<file path="src/rtl/data_sync_mc.sv">
// data_sync_mc: multi-channel destination-domain bus synchronizer.
// Each channel's asynchronous enable passes through a NUM_STAGES flop chain
// and is edge-detected. A detected event captures that channel's slice of
// unsync_bus into a hold register and marks it pending. A round-robin arbiter
// moves pending words into one output slot that uses a valid/ready handshake.
//
// Optional feature: define DATA_SYNC_MC_OVR_EN to add sticky per-channel
// overrun flags (output overrun) and their clears (input clr_overrun).
//
// Ports:
//   CLK         destination clock
//   RST         asynchronous active-high reset
//   unsync_bus  channel c data at [c*BUS_WIDTH +: BUS_WIDTH]
//   bus_enable  per-channel async enable (level, or toggle when EN_MODE=1)
//   out_ready   consumer accepts the output slot
//   clr_overrun (OVR_EN only) per-channel overrun clear
//   overrun     (OVR_EN only) sticky per-channel overrun flags
//   sync_bus    output data
//   sync_ch     channel index of sync_bus
//   sync_valid  output slot holds valid data
//   ack         per-channel toggle, flips when that channel enters the slot
module data_sync_mc #(
  parameter int unsigned NUM_STAGES = 2,
  parameter int unsigned BUS_WIDTH  = 8,
  parameter int unsigned NUM_CH     = 4,
  parameter int unsigned EN_MODE    = 0,
  localparam int unsigned CH_W      = (NUM_CH > 1) ? $clog2(NUM_CH) : 1
) (
  input  logic                        CLK,
  input  logic                        RST,
  input  logic [NUM_CH*BUS_WIDTH-1:0] unsync_bus,
  input  logic [NUM_CH-1:0]           bus_enable,
  input  logic                        out_ready,
`ifdef DATA_SYNC_MC_OVR_EN
  input  logic [NUM_CH-1:0]           clr_overrun,
  output logic [NUM_CH-1:0]           overrun,
`endif
  output logic [BUS_WIDTH-1:0]        sync_bus,
  output logic [CH_W-1:0]             sync_ch,
  output logic                        sync_valid,
  output logic [NUM_CH-1:0]           ack
);

  logic [NUM_STAGES-1:0] sync_q [NUM_CH];
  logic [NUM_CH-1:0]     prev_q;
  logic [NUM_CH-1:0]     ev;

  logic [BUS_WIDTH-1:0]  hold_q [NUM_CH];
  logic [BUS_WIDTH-1:0]  hold_d [NUM_CH];
  logic [NUM_CH-1:0]     pend_q, pend_d;
  logic [NUM_CH-1:0]     ack_q, ack_d;
  logic [CH_W-1:0]       ptr_q, ptr_d;
  logic [BUS_WIDTH-1:0]  bus_q, bus_d;
  logic [CH_W-1:0]       ch_q, ch_d;
  logic                  valid_q, valid_d;

  logic                  slot_free;
  logic                  gnt_vld;
  logic                  do_grant;
  logic [CH_W-1:0]       gnt_idx;
  logic [CH_W-1:0]       cand;
  logic [NUM_CH-1:0]     gnt_hit;

  // Synchronizer chain plus the previous-value register for edge detection.
  always_ff @(posedge CLK or posedge RST) begin
    if (RST) begin
      for (int unsigned c = 0; c < NUM_CH; c++) sync_q[c] <= '0;
      prev_q <= '0;
    end else begin
      for (int unsigned c = 0; c < NUM_CH; c++) begin
        sync_q[c] <= {sync_q[c][NUM_STAGES-2:0], bus_enable[c]};
        prev_q[c] <= sync_q[c][NUM_STAGES-1];
      end
    end
  end

  always_comb begin
    ev = '0;
    for (int unsigned c = 0; c < NUM_CH; c++) begin
      if (EN_MODE != 0) ev[c] = sync_q[c][NUM_STAGES-1] ^ prev_q[c];
      else              ev[c] = sync_q[c][NUM_STAGES-1] & ~prev_q[c];
    end
  end

  // Round-robin search: first pending channel at or above ptr_q, wrapping.
  always_comb begin
    gnt_vld = 1'b0;
    gnt_idx = '0;
    cand    = '0;
    for (int unsigned i = 0; i < NUM_CH; i++) begin
      cand = CH_W'((32'(ptr_q) + i) % NUM_CH);
      if (!gnt_vld && pend_q[cand]) begin
        gnt_vld = 1'b1;
        gnt_idx = cand;
      end
    end
  end

  assign slot_free = ~valid_q | out_ready;
  assign do_grant  = slot_free & gnt_vld;

  always_comb begin
    gnt_hit = '0;
    for (int unsigned c = 0; c < NUM_CH; c++)
      gnt_hit[c] = do_grant && (gnt_idx == CH_W'(c));
  end

  always_comb begin
    pend_d  = pend_q;
    hold_d  = hold_q;
    ack_d   = ack_q;
    ptr_d   = ptr_q;
    bus_d   = bus_q;
    ch_d    = ch_q;
    valid_d = valid_q;
    if (slot_free) begin
      if (do_grant) begin
        bus_d            = hold_q[gnt_idx];
        ch_d             = gnt_idx;
        valid_d          = 1'b1;
        ptr_d            = CH_W'((32'(gnt_idx) + 1) % NUM_CH);
        pend_d[gnt_idx]  = 1'b0;
        ack_d[gnt_idx]   = ~ack_q[gnt_idx];
      end else begin
        valid_d = 1'b0;
      end
    end
    // A channel granted this cycle has already handed its old hold value to
    // the slot, so a coincident event refills the hold and re-arms pend.
    for (int unsigned c = 0; c < NUM_CH; c++) begin
      if (ev[c] && (!pend_q[c] || gnt_hit[c])) begin
        hold_d[c] = unsync_bus[c*BUS_WIDTH +: BUS_WIDTH];
        pend_d[c] = 1'b1;
      end
    end
  end

  always_ff @(posedge CLK or posedge RST) begin
    if (RST) begin
      for (int unsigned c = 0; c < NUM_CH; c++) hold_q[c] <= '0;
      pend_q  <= '0;
      ack_q   <= '0;
      ptr_q   <= '0;
      bus_q   <= '0;
      ch_q    <= '0;
      valid_q <= 1'b0;
    end else begin
      for (int unsigned c = 0; c < NUM_CH; c++) hold_q[c] <= hold_d[c];
      pend_q  <= pend_d;
      ack_q   <= ack_d;
      ptr_q   <= ptr_d;
      bus_q   <= bus_d;
      ch_q    <= ch_d;
      valid_q <= valid_d;
    end
  end

`ifdef DATA_SYNC_MC_OVR_EN
  logic [NUM_CH-1:0] ovr_q, ovr_d;

  // Clear first, then set, so a new overrun wins over a same-cycle clear.
  always_comb begin
    ovr_d = ovr_q & ~clr_overrun;
    for (int unsigned c = 0; c < NUM_CH; c++)
      if (ev[c] && pend_q[c] && !gnt_hit[c]) ovr_d[c] = 1'b1;
  end

  always_ff @(posedge CLK or posedge RST) begin
    if (RST) ovr_q <= '0;
    else     ovr_q <= ovr_d;
  end

  assign overrun = ovr_q;
`endif

  assign sync_bus   = bus_q;
  assign sync_ch    = ch_q;
  assign sync_valid = valid_q;
  assign ack        = ack_q;

endmodule

</file>
<file path="config.mk">
export PLATFORM = sky130hd
export DESIGN_NAME = data_sync_mc
export DESIGN_NICKNAME = d
export VERILOG_FILES = /design/src/rtl/data_sync_mc.sv
export SDC_FILE = /design/constraint.sdc
export NUM_CORES = 1
export LEC_CHECK = 0
export BUFFER_PORTS_ARGS = -buffer_cell sky130_fd_sc_hd__buf_2
export CAP_MARGIN = 25
export CORE_ASPECT_RATIO = 0.75
export CORE_MARGIN = 2
export CORE_UTILIZATION = 50
export CTS_CLUSTER_DIAMETER = 80
export CTS_CLUSTER_SIZE = 28
export DETAILED_ROUTE_END_ITERATION = 12
export GPL_TIMING_DRIVEN = 1
export PLACE_DENSITY = 0.69
export SETUP_SLACK_MARGIN = 0.05
export SYNTH_ARGS = -nofsm -noshare
export SYNTH_HDL_FRONTEND = slang
export SYNTH_SLANG_ARGS = --single-unit
</file>
<file path="constraint.sdc">
create_clock -name CLK -period 3.1 [get_ports CLK]
set_clock_uncertainty 0.2 [all_clocks]
set_input_delay 0.62 -clock CLK [delete_from_list [all_inputs] [get_ports CLK]]
set_output_delay 0.62 -clock CLK [all_outputs]
set_load 0.01 [all_outputs]
</file>
==> impl_metrics.toml, run 1 <==
[outcome]
run_status = "completed"

[layout]
area_growth_pct = 13.8
nets = 480
final_common_cell = "nand2_1"
most-common-layout-cells = "nand2_1 (84), dfrtp_1 (65), buf_2 (53)"
drive_gt1_share_pct = 18.6
num_antenna_cells = 0

[routing]
post_drt_wl_per_cell_um = 16.5
detail-route-antenna-nets = 0
post-route-drc-count = 0
drt_first_pass_iters = 6
drtIter0Drc = 252
vias_per_cell = 5.93
vias = 3227
wl_um = 8980

[synthesis]
syn_inst = 401
synth_seq_area_share_pct = 44.6
yosysWarnings = 0
ys_types = 38
synth_area_leaders = "dfrtp_1 (45%), nand2_1 (8.6%), mux2i_1 (4.4%)"
syn_nets = 440
syn_area_per_cell_um2 = 9.10
synth_seq_cells = 65
synth_top_area_share_pct = 44.6
syn_area_um2 = 3650
yosys.area.top_type = "dfrtp_1"

[sta]
setup_violations = 0
fmax_ghz = 0.365
slew_viol_final = 0
fin_crit_sh_pct = 88.3
rsz0062_at_grt = "no"
worst_pin_slew_ns = 1.02
slew_headroom_pct = 32.0
hold_viol = 0
min_period_ns = 2.74
setup_tns_ns = 0

[power]
p_leak_nw = 1.87
p_per_area_nw_per_um2 = 1060
ir_drop_mv = 0.385
total_power_mw = 4.38

[floorplanning]
die-area_um2 = 8010
rows = 26
io_pins = 54
die-width_um = 103
die_h_um = 78.0
start_util_pct = 52.7
core_area_um2 = 6930

[global_route]
grtUsageTotal_pct = 23.5
overflow = 0
busiest_layer = "met1"
gr-usage-met3_pct = 7.57
grtUsageMet1_pct = 34.1
use_met2_pct = 32.9
grt_pass1_vias = 2906
antenna_found_initial = 0
grt_pass1_wl_um = 14400
grt_max_degree = 66

[clocking]
cts_tree = "done"
hold_buffers = 0
clock_path_buffers = 2
path_clk_slew_ns = 0.07
cts.sinks = 65
cts_buffers = 9
clkLatencyLatePin_ns = 0.35
cts_max_level = 3
ctsResizeCount = 0
post-cts-setup-buffers = 0
root_buffer = "clkbuf_8"

[setup_path]
required_ns = 3.12
worstPathMaxFanout = 27
crit_type = "flop to flop"
cp-end-kind = "flop"
cp-start-kind = "flop"
arrival_ns = 2.76

[placement]
gp_congestion = 0.776
port_buffers = 53
hpwlAfterDp_um = 5950

[worst_hold_path]
hp-class = "primary input to async pin"

[flow_run]
maxCapViolCount = 0
[worst max-delay path: stages, from the launching register on]
cell     delay (ns)
dfrtp_1        0.65
inv_1          0.24
a211o_1        0.41
a21oi_4        0.59
nor2_1         0.11
or3_1          0.40
[routing by layer]
| layer | vias up | share of wire [%] |
|---|---|---|
| met2 | 102 | 45 |
| met5 | - | 0 |
| met1 | 1573 | 47 |
| li1 | 1539 | - |
| met4 | 0 | 1.5 |
| met3 | 13 | 6.3 |
[sequential cells by signal, indices dropped and copies added, names as in the netlist]
name,flops
hold_q,32
sync_valid,1
sync_ch,2
pend_q,4
sync_bus,8
sync_q,8
prev_q,4
ptr_q,2
ack,4
[report_power, final]
| part | total [mW] | internal [mW] | switching (mW) |
|---|---|---|---|
| registers | 1.52 | 1.17 | 0.359 |
| logic | 2.04 | 0.831 | 1.21 |
| clock network | 0.822 | 0.476 | 0.346 |
[cells by family after synthesis]
family | share of synthesized area, %
simple gates | 27.4
compound gates | 16.7
buf+inv | 5.76
xor+xnor | 1.20
flops | 44.6
mux | 4.39
[cells in the mapped netlist, drive strengths merged]
cell type / n
nand4: 8
a211oi: 1
and4: 8
a21o: 4
inv: 4
o211ai: 8
or4b: 8
o221ai: 16
buf: 21
xnor2: 3
nor2: 13
nand2: 84
xor2: 2
or3: 8
and3: 8
a31oi: 16
a21oi: 11
o21ai: 12
clkbuf: 12
o21a: 8
o21bai: 1
o311ai: 8
dfrtp: 65
nand3: 25
mux2i: 16
or2: 1
nor4: 1
nand3b: 8
or3b: 1
a211o: 1
nand2b: 13
nor2b: 5
and2: 1
[stage by stage]
stage                     hold slack, ns  std cells  cell area, um^2  utilization [%]  setup WS, ns
after global routing               0.145        544             4150             59.9         0.220
after floorplan                    0.131        401             3650                -         0.654
after global placement             0.132        528             3930             56.6         0.530
after detailed placement           0.136        528             3930             56.6         0.416
after CTS                          0.143        544             4150             59.9         0.417
final                              0.136        544             4150             59.9         0.362
[final cells by class]
type	count	area (um^2)
clock inverter	6	91.3
multi-input combinational	299	1820
timing repair buffer	62	345
fill	604	2780
sequential	65	1630
inverter	4	15.0
clock buffer	10	138
tap	98	123
[path summary, 6_finish.rpt]
path,start,to,slack (ns),cells after the start
worst max-delay path,pend_q[3],hold_q[18],0.36,5
worst min-delay path,RST,sync_q[0],0.14,3
worst max register to register,pend_q[3],hold_q[18],0.36,5
max in group asynchronous,RST,hold_q[15],2.26,3
worst min register to register,sync_q[6],sync_q[7],0.15,0
min in group CLK,sync_q[6],sync_q[7],0.15,0
(Power assumes the default switching activity.)
==> inputs of run 2 (changes only) <==
--- a/config.mk
+++ b/config.mk
@@ -5,7 +5,7 @@
 export SDC_FILE = /design/constraint.sdc
 export NUM_CORES = 1
 export LEC_CHECK = 0
-export BUFFER_PORTS_ARGS = -buffer_cell sky130_fd_sc_hd__buf_2
+export ABC_AREA = 1
 export CAP_MARGIN = 25
 export CORE_ASPECT_RATIO = 0.75
 export CORE_MARGIN = 2
@@ -13,8 +13,9 @@
 export CTS_CLUSTER_DIAMETER = 80
 export CTS_CLUSTER_SIZE = 28
 export DETAILED_ROUTE_END_ITERATION = 12
+export DONT_BUFFER_PORTS = 1
 export GPL_TIMING_DRIVEN = 1
-export PLACE_DENSITY = 0.69
+export PLACE_DENSITY = 0.63
 export SETUP_SLACK_MARGIN = 0.05
 export SYNTH_ARGS = -nofsm -noshare
 export SYNTH_HDL_FRONTEND = slang
==> run 2 against run 1 <==
Net effect:
- register-to-register slack better by 0.03 ns
- routed wire length down 21%
- non-clock buffer count fell by 59
- via count shrank 22%
- final cell count down 8.5%
- largest cell class is now sequential cells
- die area is 12% lower
- critical endpoint is now hold_q[10]
- critical path depth up 7
- clock-buffer cell count is the same
- first-iteration DRC count down 31%
- largest power group unchanged
==> impl_metrics.toml, run 2 <==
[routing]
drtIter0Drc = 173
post_drt_wl_per_cell_um = 14.2
drt_first_pass_iters = 4
wl_um = 7080
vias = 2524
detail-route-antenna-nets = 0
vias_per_cell = 5.07
post-route-drc-count = 0

[setup_path]
crit_path_cell_trace = "inv_2 > nand2_1 > nand3_1 > nand2_4 > a21oi_1 > nand2_2 > nand2_8 > nand3_2 > nand2_4 > nand2_4 > nand2_1 > nand2_1"
arrival_ns = 2.75
critPathMaxStageDelay_ns = 0.55
cp-start-kind = "flop"
required_ns = 3.14
worstPathMaxFanout = 20
slowest_stage = "dfrtp_1"
rrSetupSlack_ns = 0.39
crit_type = "flop to flop"
cp-end-kind = "flop"

[synthesis]
syn_area_um2 = 3210
syn_area_per_cell_um2 = 7.91
synth_edf_count = 0
synthArstFlopShare_pct = 100
yosys.area.top_type = "dfrtp_1"
synth_top_family_by_area = "simple AND/OR/NAND/NOR gates"
synth-xor-area-share_pct = 0
yosysWarnings = 0
synthTopCellsByCount = "nand2_1 (205), dfrtp_1 (65), nand3_1 (56), inv_1 (20), nand2_4 (12)"
synth_seq_cells = 65
syn_nets = 445
synth_top_area_share_pct = 50.7
synth_seq_area_share_pct = 50.7
synth-adder-area-share_pct = 0
synth_compound_area_share_pct = 1.75
synth.area.mux_share_pct = 0
synth_area_leaders = "dfrtp_1 (51%), nand2_1 (24%), nand3_1 (8.7%)"
synthFlopType = "dfrtp_1"
synthMostInstantiatedCell = "nand2_1"
synthSimpleGateAreaFrac_pct = 43.2
syn_inst = 406
ys_types = 25

[global_route]
grt_max_degree = 39
grt_pass1_wl_um = 11900
grt_pass1_vias = 2378
overflow = 0
antenna_found_initial = 0
grtUsageTotal_pct = 22.5

[sta]
hold_viol = 0
setup_violations = 0
rsz0062_at_grt = "no"
fin_crit_sh_pct = 87.4
worst_pin_slew_ns = 0.678
fmax_ghz = 0.369
slew_viol_final = 0
min_period_ns = 2.71
slew_headroom_pct = 54.6
setup_tns_ns = 0

[clocking]
cts.sinks = 65
clock_path_buffers = 2
root_buffer = "clkbuf_8"
cts_max_level = 3
cts_tree = "done"
clkLatencyLatePin_ns = 0.35
cts_buffers = 9
path_clk_slew_ns = 0.08

[power]
ir_drop_mv = 0.452
p_per_area_nw_per_um2 = 1340
p_leak_nw = 1.96
total_power_mw = 4.71

[placement]
placed_area_um2 = 3290
port_buffers = 0
hpwlAfterDp_um = 5380
gp_congestion = 0.991

[layout]
max_flop_register = "hold_q"
largest_reg_flops = 32
num_antenna_cells = 0
finish.instance_area_um2 = 3510
final_common_cell = "nand2_1"
post-route-util_pct = 56.1
most-common-layout-cells = "nand2_1 (205), dfrtp_1 (65), nand3_1 (56)"
drive_gt1_share_pct = 12.0
nets = 451
area_growth_pct = 9.39

[floorplanning]
die-area_um2 = 7080
io_pins = 54
die-width_um = 96.5
die_h_um = 73.4
start_util_pct = 51.3
rows = 25
core_area_um2 = 6260

[worst_hold_path]
hp-class = "primary input to async pin"

[flow_run]
maxCapViolCount = 0

[outcome]
run_status = "completed"
-- run 2: changes by cell type in the layout (fill, tap and decap cells not counted), moves of 9 or more --
cell	previous run	this run
nand2_1	84	205
buf_2	53	0
nand3_1	25	56
a31oi_1	16	0
inv_1	3	19
mux2i_1	16	0
o221ai_1	16	0
nand2b_1	13	0
nand2_4	0	11
a21oi_1	10	1
-- run 2: path summary, 6_finish.rpt --
check,from,endpoint,cells past startpoint
min,RST,sync_q[3],1
min in group CLK,bus_enable[3],sync_q[0],0
min reg2reg,sync_q[6],sync_q[7],0
max,ptr_q[0],hold_q[10],12
max reg2reg,ptr_q[0],hold_q[10],12
max in group asynchronous,RST,sync_ch[0],2
-- run 2: power breakdown --
group	leakage (nW)	internal [mW]	total, mW	switching (mW)
registers	0.797	1.18	1.49	0.310
logic	1.06	0.768	2.47	1.70
clock network	0.104	0.403	0.747	0.344
-- run 2: per-stage QoR --
| step | setup slack [ns] | hold slack (ns) | std cells |
|---|---|---|---|
| after floorplan | 0.654 | 0.131 | 406 |
| after global placement | 0.521 | 0.133 | 482 |
| after detailed placement | 0.378 | 0.138 | 482 |
| after CTS | 0.360 | 0.0290 | 498 |
| after global routing | 0.0684 | 0.0697 | 498 |
| final | 0.389 | 0.0228 | 498 |
-- run 2: logic make-up (layout without fill, tap and decap cells) --
logic type / count (synthesis) / in the layout
and+or+nand+nor: 301 / 301
DFF: 65 / 65
buffers and inverters: 31 / 42
AOI/OAI and AO/OA: 9 / 9
-- run 2: area by class of cell --
type / count / area, um^2
Tap cell: 81 / 101
Multi-Input combinational cell: 310 / 1450
Inverter: 23 / 86.3
Fill cell: 599 / 2740
Sequential cell: 65 / 1630
Timing Repair Buffer: 3 / 35.0
Clock buffer: 10 / 138
Clock inverter: 6 / 72.6
-- run 2: layer usage --
layer	part of all wire (%)	track usage, %	vias up
li1	-	-	1294
met1	50	34.0	1141
met2	41	30.0	81
met3	7.3	6.77	8
met4	1.5	9.08	0
met5	0	0	-
-- run 2: worst max-delay path: cells and delay by family, from the launching register on --
family	cells	cell delay, ns
buffers and inverters	1	0.23
flip-flops	1	0.55
AND/OR/NAND/NOR	10	1.47
AO/OA/AOI/OAI	1	0.15
-- run 2: what timing repair did --
item	in CTS	in global routing
hold buffers	0	0
setup buffers	0	0
endpoints found under the setup margin	0	8
resized for setup	0	1
==> inputs of run 3 (changes only) <==
--- a/config.mk
+++ b/config.mk
@@ -9,13 +9,13 @@
 export CAP_MARGIN = 25
 export CORE_ASPECT_RATIO = 0.75
 export CORE_MARGIN = 2
-export CORE_UTILIZATION = 50
+export CORE_UTILIZATION = 55
 export CTS_CLUSTER_DIAMETER = 80
 export CTS_CLUSTER_SIZE = 28
 export DETAILED_ROUTE_END_ITERATION = 12
 export DONT_BUFFER_PORTS = 1
 export GPL_TIMING_DRIVEN = 1
-export PLACE_DENSITY = 0.63
+export PLACE_DENSITY = 0.68
 export SETUP_SLACK_MARGIN = 0.05
 export SYNTH_ARGS = -nofsm -noshare
 export SYNTH_HDL_FRONTEND = slang
==> run 3 against run 2 <==
Net effect:
- non-clock buffer count rose by 1
- register-to-register slack improved by 0.02 ns
- combinational power fell by 2%
- global-route usage rose by 1.7 points
- utilization rose by 4.6 points
- final cell count fell by 0.60%
- cell area fell by 0.82%
- via count rose by 2.4%
- critical path depth did not move
- worst hold slack improved by 0.080 ns
- first-iteration DRC count fell by 8.7%
- sequential share of layout area rose by 0.42 points
- critical endpoint is now hold_q[8]
==> impl_metrics.toml, run 3 (synthesis results as in run 2) <==
[routing]
drtIter0Drc = 158
wl_um = 6950
post_drt_wl_per_cell_um = 14.0
detail-route-antenna-nets = 0
vias_per_cell = 5.22
post-route-drc-count = 0
drt_first_pass_iters = 5
vias = 2584

[setup_path]
arrival_ns = 2.72
cp_common_cell = "nand2_4"
cp-end-kind = "flop"
worstPathMaxFanout = 20
crit_type = "flop to flop"
slowest_stage = "dfrtp_2"
critPathMaxStageDelay_ns = 0.51
reg2reg_from = "ptr_q[0]"
critPathLaunch = "ptr_q[0]"
required_ns = 3.14
crit_path_cell_trace = "inv_2 > nand2_1 > nand3_1 > nand2_4 > a21oi_1 > nand2_2 > nand2_4 > nand3_2 > nand2_4 > nand2_4 > nand2_1 > nand2_1"
cp-start-kind = "flop"

[sta]
setup_tns_ns = 0
fmax_ghz = 0.372
min_period_ns = 2.69
fin_crit_sh_pct = 86.7
slew_viol_final = 0
hold_slack_ns = 0.103
rsz0062_at_grt = "no"
fin_ws_ns = 0.412
hold_viol = 0
worst_pin_slew_ns = 0.690
slew_headroom_pct = 53.8
setup_violations = 0

[floorplanning]
die-width_um = 92.2
die-area_um2 = 6470
io_pins = 54
start_util_pct = 56.0
die_h_um = 70.2
rows = 24
core_area_um2 = 5740

[placement]
dp_slack_ns = 0.302
placed_cells = 479
hpwlAfterDp_um = 5170
gp_congestion = 0.908
port_buffers = 0
placed_area_um2 = 3280

[layout]
most-common-layout-cells = "nand2_1 (205), dfrtp_1 (64), nand3_1 (56)"
num_antenna_cells = 0
post-route-util_pct = 60.7
final_common_cell = "nand2_1"
area_growth_pct = 8.50
fillCellCount = 516
finish.instance_area_um2 = 3480
nets = 452
drive_gt1_share_pct = 11.8
largest_reg_flops = 32
max_flop_register = "hold_q"
finalNonFillerCells = 495

[clocking]
clkLatencyLatePin_ns = 0.34
cts_max_level = 3
cts_tree = "done"
path_clk_slew_ns = 0.07
clock_path_buffers = 2
root_buffer = "clkbuf_8"
cts.sinks = 65
cts_buffers = 9

[power]
ir_drop_mv = 0.512
total_power_mw = 4.61
p_per_area_nw_per_um2 = 1320
p_leak_nw = 1.96

[outcome]
run_status = "completed"

[global_route]
overflow = 0
grtUsageTotal_pct = 24.2
grt_pass1_wl_um = 12000
grt_max_degree = 37
antenna_found_initial = 0
grt_pass1_vias = 2407

[flow_run]
maxCapViolCount = 0

[worst_hold_path]
hp-class = "primary input to flop"
hp-start = "bus_enable[1]"
[run 3: final cells by class]
class	count	area, um^2	share of cell area, %
tap	78	97.6	2.80
inverter	23	86.3	2.48
multi-input combinational	310	1440	41.5
sequential	65	1630	46.7
timing repair buffer	4	32.5	0.934
clock inverter	3	40.0	1.15
clock buffer	12	155	4.45
[run 3: where the power goes]
group	internal [mW]	leakage, nW	switching (mW)
Sequential	1.18	0.796	0.304
Combinational	0.736	1.06	1.67
Clock	0.408	0.102	0.305
[run 3: path summary, 6_finish.rpt]
path                                   end  slack, ns  depth (start not counted)
worst max-delay path             hold_q[8]       0.41                         12
worst min-delay path             sync_q[4]       0.10                          0
worst max register to register   hold_q[8]       0.41                         12
worst min register to register   sync_q[7]       0.14                          0
max in group asynchronous       hold_q[30]       1.57                          3
min in group asynchronous        hold_q[8]       0.43                          2
[run 3: what timing repair did]
action / in CTS / in global routing
buffers inserted: 0 / 0
resized for setup: 0 / 1
hold buffers: 1 / 0
endpoints found under the setup margin: 0 / 16
hold endpoints to repair: 7 / 0
[run 3: metal layers]
metal	GRT usage, %	share of wire [%]
met3	7.98	8.2
met4	8.46	1.1
met5	0	0
met2	32.8	40
met1	36.4	51
[run 3: worst max-delay path, delay by kind of cell (launching register included)]
kind	cells	cell delay, ns
buf+inv	1	0.18
compound gates	1	0.16
simple gates	10	1.52
flops	1	0.51
